`config.mk`:
```
export PLATFORM = sky130hd
export DESIGN_NAME = elevator_ctrl_n
export DESIGN_NICKNAME = d
export VERILOG_FILES = /design/src/rtl/elevator_ctrl_n_pkg.sv /design/src/rtl/elevator_req_latch.sv /design/src/rtl/elevator_ctrl_n.sv
export SDC_FILE = /design/constraint.sdc
export NUM_CORES = 1
export LEC_CHECK = 0
export ABC_AREA = 1
export CORE_AREA = 2 2 101 103
export CTS_CLUSTER_SIZE = 20
export DETAILED_ROUTE_END_ITERATION = 16
export DIE_AREA = 0 0 103 105
export GPL_TIMING_DRIVEN = 0
export PLACE_DENSITY = 0.51
export SETUP_SLACK_MARGIN = 0.4
export SYNTH_ARGS = -nofsm -noshare
export SYNTH_HDL_FRONTEND = slang
export SYNTH_SLANG_ARGS = --single-unit
export TNS_END_PERCENT = 5
```
`constraint.sdc`:
```
create_clock -name clk -period 6.91 [get_ports clk]
set_input_delay 0.691 -clock clk [delete_from_list [all_inputs] [get_ports clk]]
set_output_delay 0.691 -clock clk [all_outputs]
set_load 0.01 [all_outputs]
```
`src/rtl/elevator_ctrl_n_pkg.sv`:
```
// Shared encodings for the SCAN elevator controller: FSM states, travel direction
// and motor command values.
package elevator_ctrl_n_pkg;

    typedef enum logic [1:0] {
        IDLE      = 2'd0,
        MOVE_UP   = 2'd1,
        MOVE_DN   = 2'd2,
        DOOR_OPEN = 2'd3
    } state_t;

    typedef enum logic {
        DIR_UP = 1'b0,
        DIR_DN = 1'b1
    } dir_t;

    localparam logic [1:0] AC_STOP = 2'b00;
    localparam logic [1:0] AC_UP   = 2'b01;
    localparam logic [1:0] AC_DN   = 2'b10;

endpackage

```
`src/rtl/elevator_req_latch.sv`:
```
// Cabin/hall call latches with service clear, plus the above/below/here flags
// evaluated at the floor the controller is currently deciding for.
module elevator_req_latch #(
    parameter int NUM_FLOORS = 4,
    parameter int FW         = 2
) (
    input  logic                  clk,
    input  logic                  reset,
    input  logic [NUM_FLOORS-1:0] car_req,
    input  logic [NUM_FLOORS-1:0] up_req,
    input  logic [NUM_FLOORS-1:0] dn_req,
    input  logic [NUM_FLOORS-1:0] clr_car,
    input  logic [NUM_FLOORS-1:0] clr_up,
    input  logic [NUM_FLOORS-1:0] clr_dn,
    input  logic                  clr_wins,
    input  logic [FW-1:0]         at_floor,
    output logic [NUM_FLOORS-1:0] lamp,
    output logic                  above,
    output logic                  below,
    output logic                  car_here,
    output logic                  up_here,
    output logic                  dn_here
);

    logic [NUM_FLOORS-1:0] car_l, up_l, dn_l;
    logic [NUM_FLOORS-1:0] car_n, up_n, dn_n;
    logic [NUM_FLOORS-1:0] above_m, below_m;

    // With the door open at a floor a fresh press there is absorbed (clear wins);
    // on the service-entry cycle a simultaneous press survives (set wins).
    always_comb begin
        if (clr_wins) begin
            car_n = (car_l | car_req) & ~clr_car;
            up_n  = (up_l  | up_req)  & ~clr_up;
            dn_n  = (dn_l  | dn_req)  & ~clr_dn;
        end else begin
            car_n = (car_l & ~clr_car) | car_req;
            up_n  = (up_l  & ~clr_up)  | up_req;
            dn_n  = (dn_l  & ~clr_dn)  | dn_req;
        end
    end

    always_ff @(posedge clk or negedge reset) begin
        if (!reset) begin
            car_l <= '0;
            up_l  <= '0;
            dn_l  <= '0;
        end else begin
            car_l <= car_n;
            up_l  <= up_n;
            dn_l  <= dn_n;
        end
    end

    assign lamp = car_l | up_l | dn_l;

    always_comb begin
        above_m = '0;
        below_m = '0;
        for (int unsigned i = 0; i < NUM_FLOORS; i++) begin
            above_m[i] = (FW'(i) > at_floor);
            below_m[i] = (FW'(i) < at_floor);
        end
    end

    assign above    = |(lamp & above_m);
    assign below    = |(lamp & below_m);
    assign car_here = car_l[at_floor];
    assign up_here  = up_l[at_floor];
    assign dn_here  = dn_l[at_floor];

endmodule

```
`src/rtl/elevator_ctrl_n.sv`:
```
// N-floor SCAN elevator controller: motor/door FSM, door dwell counter and floor
// tracking around the request latch block.
module elevator_ctrl_n #(
    parameter int NUM_FLOORS  = 4,
    parameter int DOOR_CYCLES = 8,
    localparam int FW         = $clog2(NUM_FLOORS)
) (
    input  logic                  clk,
    input  logic                  reset,
    input  logic [NUM_FLOORS-1:0] car_req,
    input  logic [NUM_FLOORS-1:0] up_req,
    input  logic [NUM_FLOORS-1:0] dn_req,
    input  logic [NUM_FLOORS-1:0] floor_sens,
    input  logic                  hold,
    output logic [1:0]            ac,
    output logic                  open,
    output logic [FW-1:0]         disp,
    output logic [NUM_FLOORS-1:0] lamp
);
    import elevator_ctrl_n_pkg::*;

    localparam int              CW        = $clog2(DOOR_CYCLES);
    localparam logic [FW-1:0]   TOP_FLOOR = FW'(NUM_FLOORS - 1);
    localparam logic [CW-1:0]   DOOR_LOAD = CW'(DOOR_CYCLES - 1);

    state_t                state;
    dir_t                  dir;
    logic [FW-1:0]         cur_floor, sens_idx, at_floor;
    logic [CW-1:0]         door_cnt;
    logic                  sens_hit, moving;
    logic [NUM_FLOORS-1:0] sel, up_v, dn_v, clr_car, clr_up, clr_dn;
    logic                  above, below, car_here, up_here, dn_here;
    logic                  here_any, go_up, go_dn, stop_up, stop_dn, press_here;

    always_comb begin
        sens_idx = '0;
        for (int unsigned i = 0; i < NUM_FLOORS; i++) begin
            if (floor_sens[i]) sens_idx = FW'(i);
        end
        sens_hit = ($countones(floor_sens) == 1);
    end

    // Hall buttons that have no meaning at the end floors are dropped here.
    always_comb begin
        up_v = up_req;
        up_v[NUM_FLOORS-1] = 1'b0;
        dn_v = dn_req;
        dn_v[0] = 1'b0;
    end

    elevator_req_latch #(
        .NUM_FLOORS(NUM_FLOORS),
        .FW        (FW)
    ) u_req (
        .clk     (clk),
        .reset   (reset),
        .car_req (car_req),
        .up_req  (up_v),
        .dn_req  (dn_v),
        .clr_car (clr_car),
        .clr_up  (clr_up),
        .clr_dn  (clr_dn),
        .clr_wins(state == DOOR_OPEN),
        .at_floor(at_floor),
        .lamp    (lamp),
        .above   (above),
        .below   (below),
        .car_here(car_here),
        .up_here (up_here),
        .dn_here (dn_here)
    );

    // While travelling, flags are taken at the floor just arriving, not the
    // registered one, so the stop decision lands on the arrival cycle.
    always_comb begin
        moving   = (state == MOVE_UP) || (state == MOVE_DN);
        at_floor = (moving && sens_hit) ? sens_idx : cur_floor;
        sel      = '0;
        sel[at_floor] = 1'b1;
        here_any = car_here | up_here | dn_here;
        go_up    = (dir == DIR_UP) ? above : (above && !below);
        go_dn    = (dir == DIR_DN) ? below : (below && !above);
        stop_up  = (state == MOVE_UP) && sens_hit && (sens_idx > cur_floor) &&
                   (car_here || up_here || !above || (sens_idx == TOP_FLOOR));
        stop_dn  = (state == MOVE_DN) && sens_hit && (sens_idx < cur_floor) &&
                   (car_here || dn_here || !below || (sens_idx == '0));
        clr_car    = '0;
        clr_up     = '0;
        clr_dn     = '0;
        press_here = 1'b0;
        case (state)
            IDLE: begin
                if (here_any) begin
                    clr_car = sel;
                    if (dir == DIR_UP) begin
                        if (up_here) clr_up = sel;
                        else         clr_dn = sel;
                    end else begin
                        if (dn_here) clr_dn = sel;
                        else         clr_up = sel;
                    end
                end
            end
            MOVE_UP: begin
                if (stop_up) begin
                    clr_car = sel;
                    clr_up  = sel;
                    if (!above) clr_dn = sel;
                end
            end
            MOVE_DN: begin
                if (stop_dn) begin
                    clr_car = sel;
                    clr_dn  = sel;
                    if (!below) clr_up = sel;
                end
            end
            DOOR_OPEN: begin
                clr_car = sel;
                if (dir == DIR_UP) begin
                    clr_up = sel;
                    if (!above) clr_dn = sel;
                end else begin
                    clr_dn = sel;
                    if (!below) clr_up = sel;
                end
                press_here = |(sel & (car_req | (clr_up & up_v) | (clr_dn & dn_v)));
            end
            default: ;
        endcase
    end

    always_ff @(posedge clk or negedge reset) begin
        if (!reset) begin
            state     <= IDLE;
            dir       <= DIR_UP;
            cur_floor <= '0;
            door_cnt  <= '0;
            ac        <= AC_STOP;
            open      <= 1'b0;
        end else begin
            if (sens_hit) cur_floor <= sens_idx;
            case (state)
                IDLE: begin
                    if (here_any) begin
                        state    <= DOOR_OPEN;
                        door_cnt <= DOOR_LOAD;
                        open     <= 1'b1;
                        ac       <= AC_STOP;
                    end else if (go_up) begin
                        state <= MOVE_UP;
                        dir   <= DIR_UP;
                        ac    <= AC_UP;
                    end else if (go_dn) begin
                        state <= MOVE_DN;
                        dir   <= DIR_DN;
                        ac    <= AC_DN;
                    end
                end
                MOVE_UP: begin
                    if (stop_up) begin
                        state    <= DOOR_OPEN;
                        door_cnt <= DOOR_LOAD;
                        open     <= 1'b1;
                        ac       <= AC_STOP;
                    end
                end
                MOVE_DN: begin
                    if (stop_dn) begin
                        state    <= DOOR_OPEN;
                        door_cnt <= DOOR_LOAD;
                        open     <= 1'b1;
                        ac       <= AC_STOP;
                    end
                end
                DOOR_OPEN: begin
                    if (hold || press_here) begin
                        door_cnt <= DOOR_LOAD;
                    end else if (door_cnt == '0) begin
                        state <= IDLE;
                        open  <= 1'b0;
                    end else begin
                        door_cnt <= door_cnt - CW'(1);
                    end
                end
                default: state <= IDLE;
            endcase
        end
    end

    assign disp = cur_floor;

endmodule
```
==> impl_summary.txt <==
----------------------------------------------------
[Run status]
  Outcome ... finished, final reports clean

[Die]
  Die Wd ... 103 microns
  Num rows ... 36
  Starting Density ... 22.7%
  Core Box Area ... 9640 sq um
  # IOs ... 28
  Die height ... 105 microns
  Die ar. ... 10800 sq um

[Yosys]
  Fraction of the yosys area taken by sequential cells ... 26.3%
  Gate count after technology mapping ... 319
  Post-synthesis instance area ... 2190 sq um
  Net Count, Synth ... 351
  Synth async-reset ratio ... 100%
  Average footprint of a synthesized cell ... 6.85 sq um
  Top_reg_cell synth ... sky130_fd_sc_hd__dfrtp_1
  Number of synthesized flops with an enable pin ... 0
  Count of different cell masters after synthesis ... 32
  Ys Warns ... 0
  Number of flip-flops and latches in the synthesized netlist ... 23

[Route]
  DR top layer ... met4
  Residual DRC ... 0
  ANT nets after route ... 0
  Total met2 wirelength after detailed routing ... 2830 microns
  Metal1 wirelength ... 2640 microns
  Routed vias/inst ... 4.35
  Routed wire per std cell ... 12.2 microns
  Detailed Route Iter0 Violations ... 92
  Via count of the routed design ... 2092
  Total routed wirelength ... 5880 microns
  Routed wl met3 ... 332 microns
  Pre-Repair DR Iteration Count ... 5

[Cells and area]
  Number of diodes ... 0
  Fraction of final layout cells with drive strength greater than 1 ... 16.1%
  Number of inserted filler cells in the final layout ... 1102
  Area grow syn2layout ... 21.1%
  Area of all sequential standard cells ... 576 sq um
  Area taken by multi-input logic gates ... 1410 sq um
  Final non-filler cell total ... 481
  Nets ... 381

[Power]
  Power after layout ... 1.17 mW
  Share of total power in sequential cells ... 19.6%
  Worst vdd ir ... 0.000121 V
  Total power divided by cell area ... 440 nW/um^2
  Total internal power ... 0.504 mW
  Sw Pwr ... 0.661 mW
  Clock group share of total power ... 8.0%
  Static power due to leakage ... 1.26 nW
  Combinational share of power ... 72.4%
  Sw Share ... 56.7%

[STA]
  Fmax ... 252 MHz
  Finish-stage setup viols ... 0
  Final count of pins violating max slew ... 0
  Setup Total Neg Slack ... 0 ns
  Unrepaired setup endpoints after global routing ... no
  Final Critical Period ... 3.97 ns
  Number of endpoints with negative hold slack in the final report ... 0
  Largest clock skew in the final design ... 0.00610 ns
  Share of the cycle needed by the critical path after routing ... 57.4%
  Slew at the pin closest to its max-slew limit ... 0.595 ns
  Relative slew margins ... 60.3%

[Run]
  Max-cap violation count ... 0

[Critical path]
  Startpoint class of the critical path ... input pin
  Critical Path, Cell by Cell ... clkdlybuf4s50_1 -> inv_2 -> fa_1 -> inv_1 -> ha_1 -> ha_1 -> nor2_2 -> nand3_2 -> o21ai_2 -> nand2_2 -> inv_2 -> nand2_1 -> nand3_2 -> nor2_1 -> nand2_2 -> nand2_4 -> nand2_4 -> nand2_4 -> nor2_4 -> nand2_4 -> nand3_1 -> nand2_1
  Peak per-stage delay on the critical path ... 0.52 ns
  Most frequent CP cell ... sky130_fd_sc_hd__nand2_4
  Worst EP required ... 7.09 ns
  Crit path capture type ... register
  Maximum net fanout on the critical path ... 9
  Type of the worst setup path ... input pin to register
  Arrival time reported for the critical path endpoint ... 4.15 ns
  CP max-delay cell ... sky130_fd_sc_hd__clkdlybuf4s50_1

[Global route]
  All-layer global routing usage ... 11.8%
  Number of global-route vias before repair ... 2045
  Largest net degree at the start of global routing ... 24
  Total gr overflow ... 0
  First-pass GRT wire length ... 10000 microns
  Initial antenna violation count ... 0

[Placement]
  Port Buffer Count ... 25
  Gpl congestion ... 0.897
  Placed cell count ... 477
  HPWL after DPL ... 4610 microns

[CTS]
  Number of hold buffers added after CTS ... 0
  Clk Latency, worst-skew pair ... 0.28 ns
  Root buffer selected by CTS ... sky130_fd_sc_hd__clkbuf_8
  Clock-pin slew on the worst setup and hold paths ... 0.10 ns
  Clock Sinks ... 23
  Largest buffer count on any clock path ... 2
  Number of gates resized after cts ... 0
  Number of buffers created by CTS ... 3
  Total setup buffers inserted after CTS ... 0
  TritonCTS clock tree ... built
  CTS H-tree lvls ... 1

[Min path]
  Path type of the worst min-delay path ... input pin to async pin

----------------------------------------------------
-- synth_stat cells, types with 2 or more instances --
cell | number | area, sq um
sky130_fd_sc_hd__inv_2 | 6 | 22.5
sky130_fd_sc_hd__o21ai_2 | 3 | 26.3
sky130_fd_sc_hd__o21ai_1 | 8 | 40.0
sky130_fd_sc_hd__nand3_2 | 4 | 40.0
sky130_fd_sc_hd__nor3_1 | 3 | 15.0
sky130_fd_sc_hd__nor2_2 | 3 | 18.8
sky130_fd_sc_hd__dfrtp_1 | 23 | 576
sky130_fd_sc_hd__ha_1 | 12 | 150
sky130_fd_sc_hd__o21ai_0 | 17 | 85.1
sky130_fd_sc_hd__nand2_4 | 12 | 135
sky130_fd_sc_hd__inv_1 | 42 | 158
sky130_fd_sc_hd__nor2_4 | 3 | 33.8
sky130_fd_sc_hd__nand2_2 | 14 | 87.6
sky130_fd_sc_hd__a21oi_1 | 14 | 70.1
sky130_fd_sc_hd__clkbuf_1 | 2 | 7.51
sky130_fd_sc_hd__o211ai_1 | 2 | 15.0
sky130_fd_sc_hd__or2_2 | 2 | 12.5
sky130_fd_sc_hd__nand3_1 | 27 | 135
sky130_fd_sc_hd__nand2_1 | 81 | 304
sky130_fd_sc_hd__nand4_1 | 6 | 37.5
sky130_fd_sc_hd__nor2_1 | 24 | 90.1
-- metal layers --
metal  vias to the layer above  GRT usage [%]
met5                         -              0
met4                         0           2.63
li1                       1083              -
met2                        60           19.4
met3                         8           2.14
met1                       941           15.9
-- stage by stage --
stage / setup WS [ns] / util [%] / hold slack (ns) / instance area [sq um]
2_1_floorplan: 3.51 / - / 0.395 / 2190
3_5_place_dp: 2.61 / 27.0 / 0.468 / 2600
5_1_grt: 2.69 / 27.5 / 0.441 / 2650
3_3_place_gp: 2.65 / 27.0 / 0.469 / 2600
4_1_cts: 2.92 / 27.5 / 0.495 / 2650
6_report: 2.94 / 27.5 / 0.407 / 2650
-- final timing paths --
kind	startpoint	end	slack, ns	cells past startpoint
max	floor_sens[3]	door_cnt[2]	2.94	22
min	reset	disp[0]	0.41	1
max reg2reg	state[0]	door_cnt[2]	4.09	17
min reg2reg	open	open	0.49	2
max in group asynchronous	reset	u_req.car_l[2]	6.12	1
min in group clk	open	open	0.49	2
-- cells in the final DEF (no fill, tap or decap) --
cell	synthesis	final
sky130_fd_sc_hd__nor2_2	3	3
sky130_fd_sc_hd__nand2_2	14	14
sky130_fd_sc_hd__ha_1	12	12
sky130_fd_sc_hd__buf_6	1	1
sky130_fd_sc_hd__a31oi_1	1	1
sky130_fd_sc_hd__o21ai_2	3	3
sky130_fd_sc_hd__a22oi_1	1	1
sky130_fd_sc_hd__o21ai_0	17	17
sky130_fd_sc_hd__a211oi_1	1	1
sky130_fd_sc_hd__nand3_2	4	4
sky130_fd_sc_hd__nand2_1	81	81
sky130_fd_sc_hd__or2_2	2	2
sky130_fd_sc_hd__clkinvlp_4	0	1
sky130_fd_sc_hd__nor2_4	3	3
sky130_fd_sc_hd__o21a_1	1	1
sky130_fd_sc_hd__nand3_4	1	1
sky130_fd_sc_hd__nand3_1	27	27
sky130_fd_sc_hd__nor3_1	3	3
sky130_fd_sc_hd__nor2_1	24	24
sky130_fd_sc_hd__a21oi_4	1	1
sky130_fd_sc_hd__dfrtp_1	23	23
sky130_fd_sc_hd__nand4_1	6	6
sky130_fd_sc_hd__clkdlybuf4s50_1	0	24
sky130_fd_sc_hd__clkbuf_1	2	2
sky130_fd_sc_hd__or3_1	1	1
sky130_fd_sc_hd__and3_1	1	1
sky130_fd_sc_hd__inv_2	6	6
sky130_fd_sc_hd__nand2_4	12	12
sky130_fd_sc_hd__buf_2	0	1
sky130_fd_sc_hd__o211ai_1	2	2
sky130_fd_sc_hd__inv_1	42	42
sky130_fd_sc_hd__nor2_8	1	1
sky130_fd_sc_hd__fa_1	1	1
sky130_fd_sc_hd__o21ai_1	8	8
sky130_fd_sc_hd__a21oi_1	14	14
sky130_fd_sc_hd__clkbuf_8	0	3
-- state kept, by name (all words and copies together), names as in the netlist --
register	count
ac	2
dir	1
u_req.up_l	4
state	2
u_req.dn_l	4
door_cnt	3
open	1
disp	2
u_req.car_l	4
-- power by group through the flow --
stage | clock, mW | combinational, mW | sequential [mW]
4_1_cts | 0.101 | 0.849 | 0.229
5_1_grt | 0.106 | 0.949 | 0.236
3_3_place_gp | 0 | 0.839 | 0.232
3_5_place_dp | 0 | 0.843 | 0.232
6_report | 0.0934 | 0.843 | 0.229
2_1_floorplan | 0 | 0.636 | 0.227
-- final cells by class --
| class | count | share of cell area, % |
|---|---|---|
| Multi-Input combinational cell | 245 | 53.3 |
| Clock inverter | 1 | 0.284 |
| Tap cell | 133 | 6.29 |
| Inverter | 48 | 6.81 |
| Clock buffer | 3 | 1.56 |
| Timing Repair Buffer | 25 | 9.27 |
| Buffer | 3 | 0.709 |
| Sequential cell | 23 | 21.7 |
-- critical path: cells and delay by family --
kind / cells / cell delay, ns
AO/OA/AOI/OAI: 1 / 0.33
adder cells (fa/ha/maj): 3 / 0.96
buffers and inverters: 4 / 0.75
AND/OR/NAND/NOR: 14 / 1.41
-- cell families (layout without fill, tap and decap cells) --
family          Yosys count  after routing  synth area share, %
compound gates           49             49                 12.9
buf+inv                  51             80                 9.10
simple gates            183            183                 43.9
flops                    23             23                 26.3
fa+ha+maj                13             13                 7.78
No activity file was read; power rests on OpenSTA's default activity.
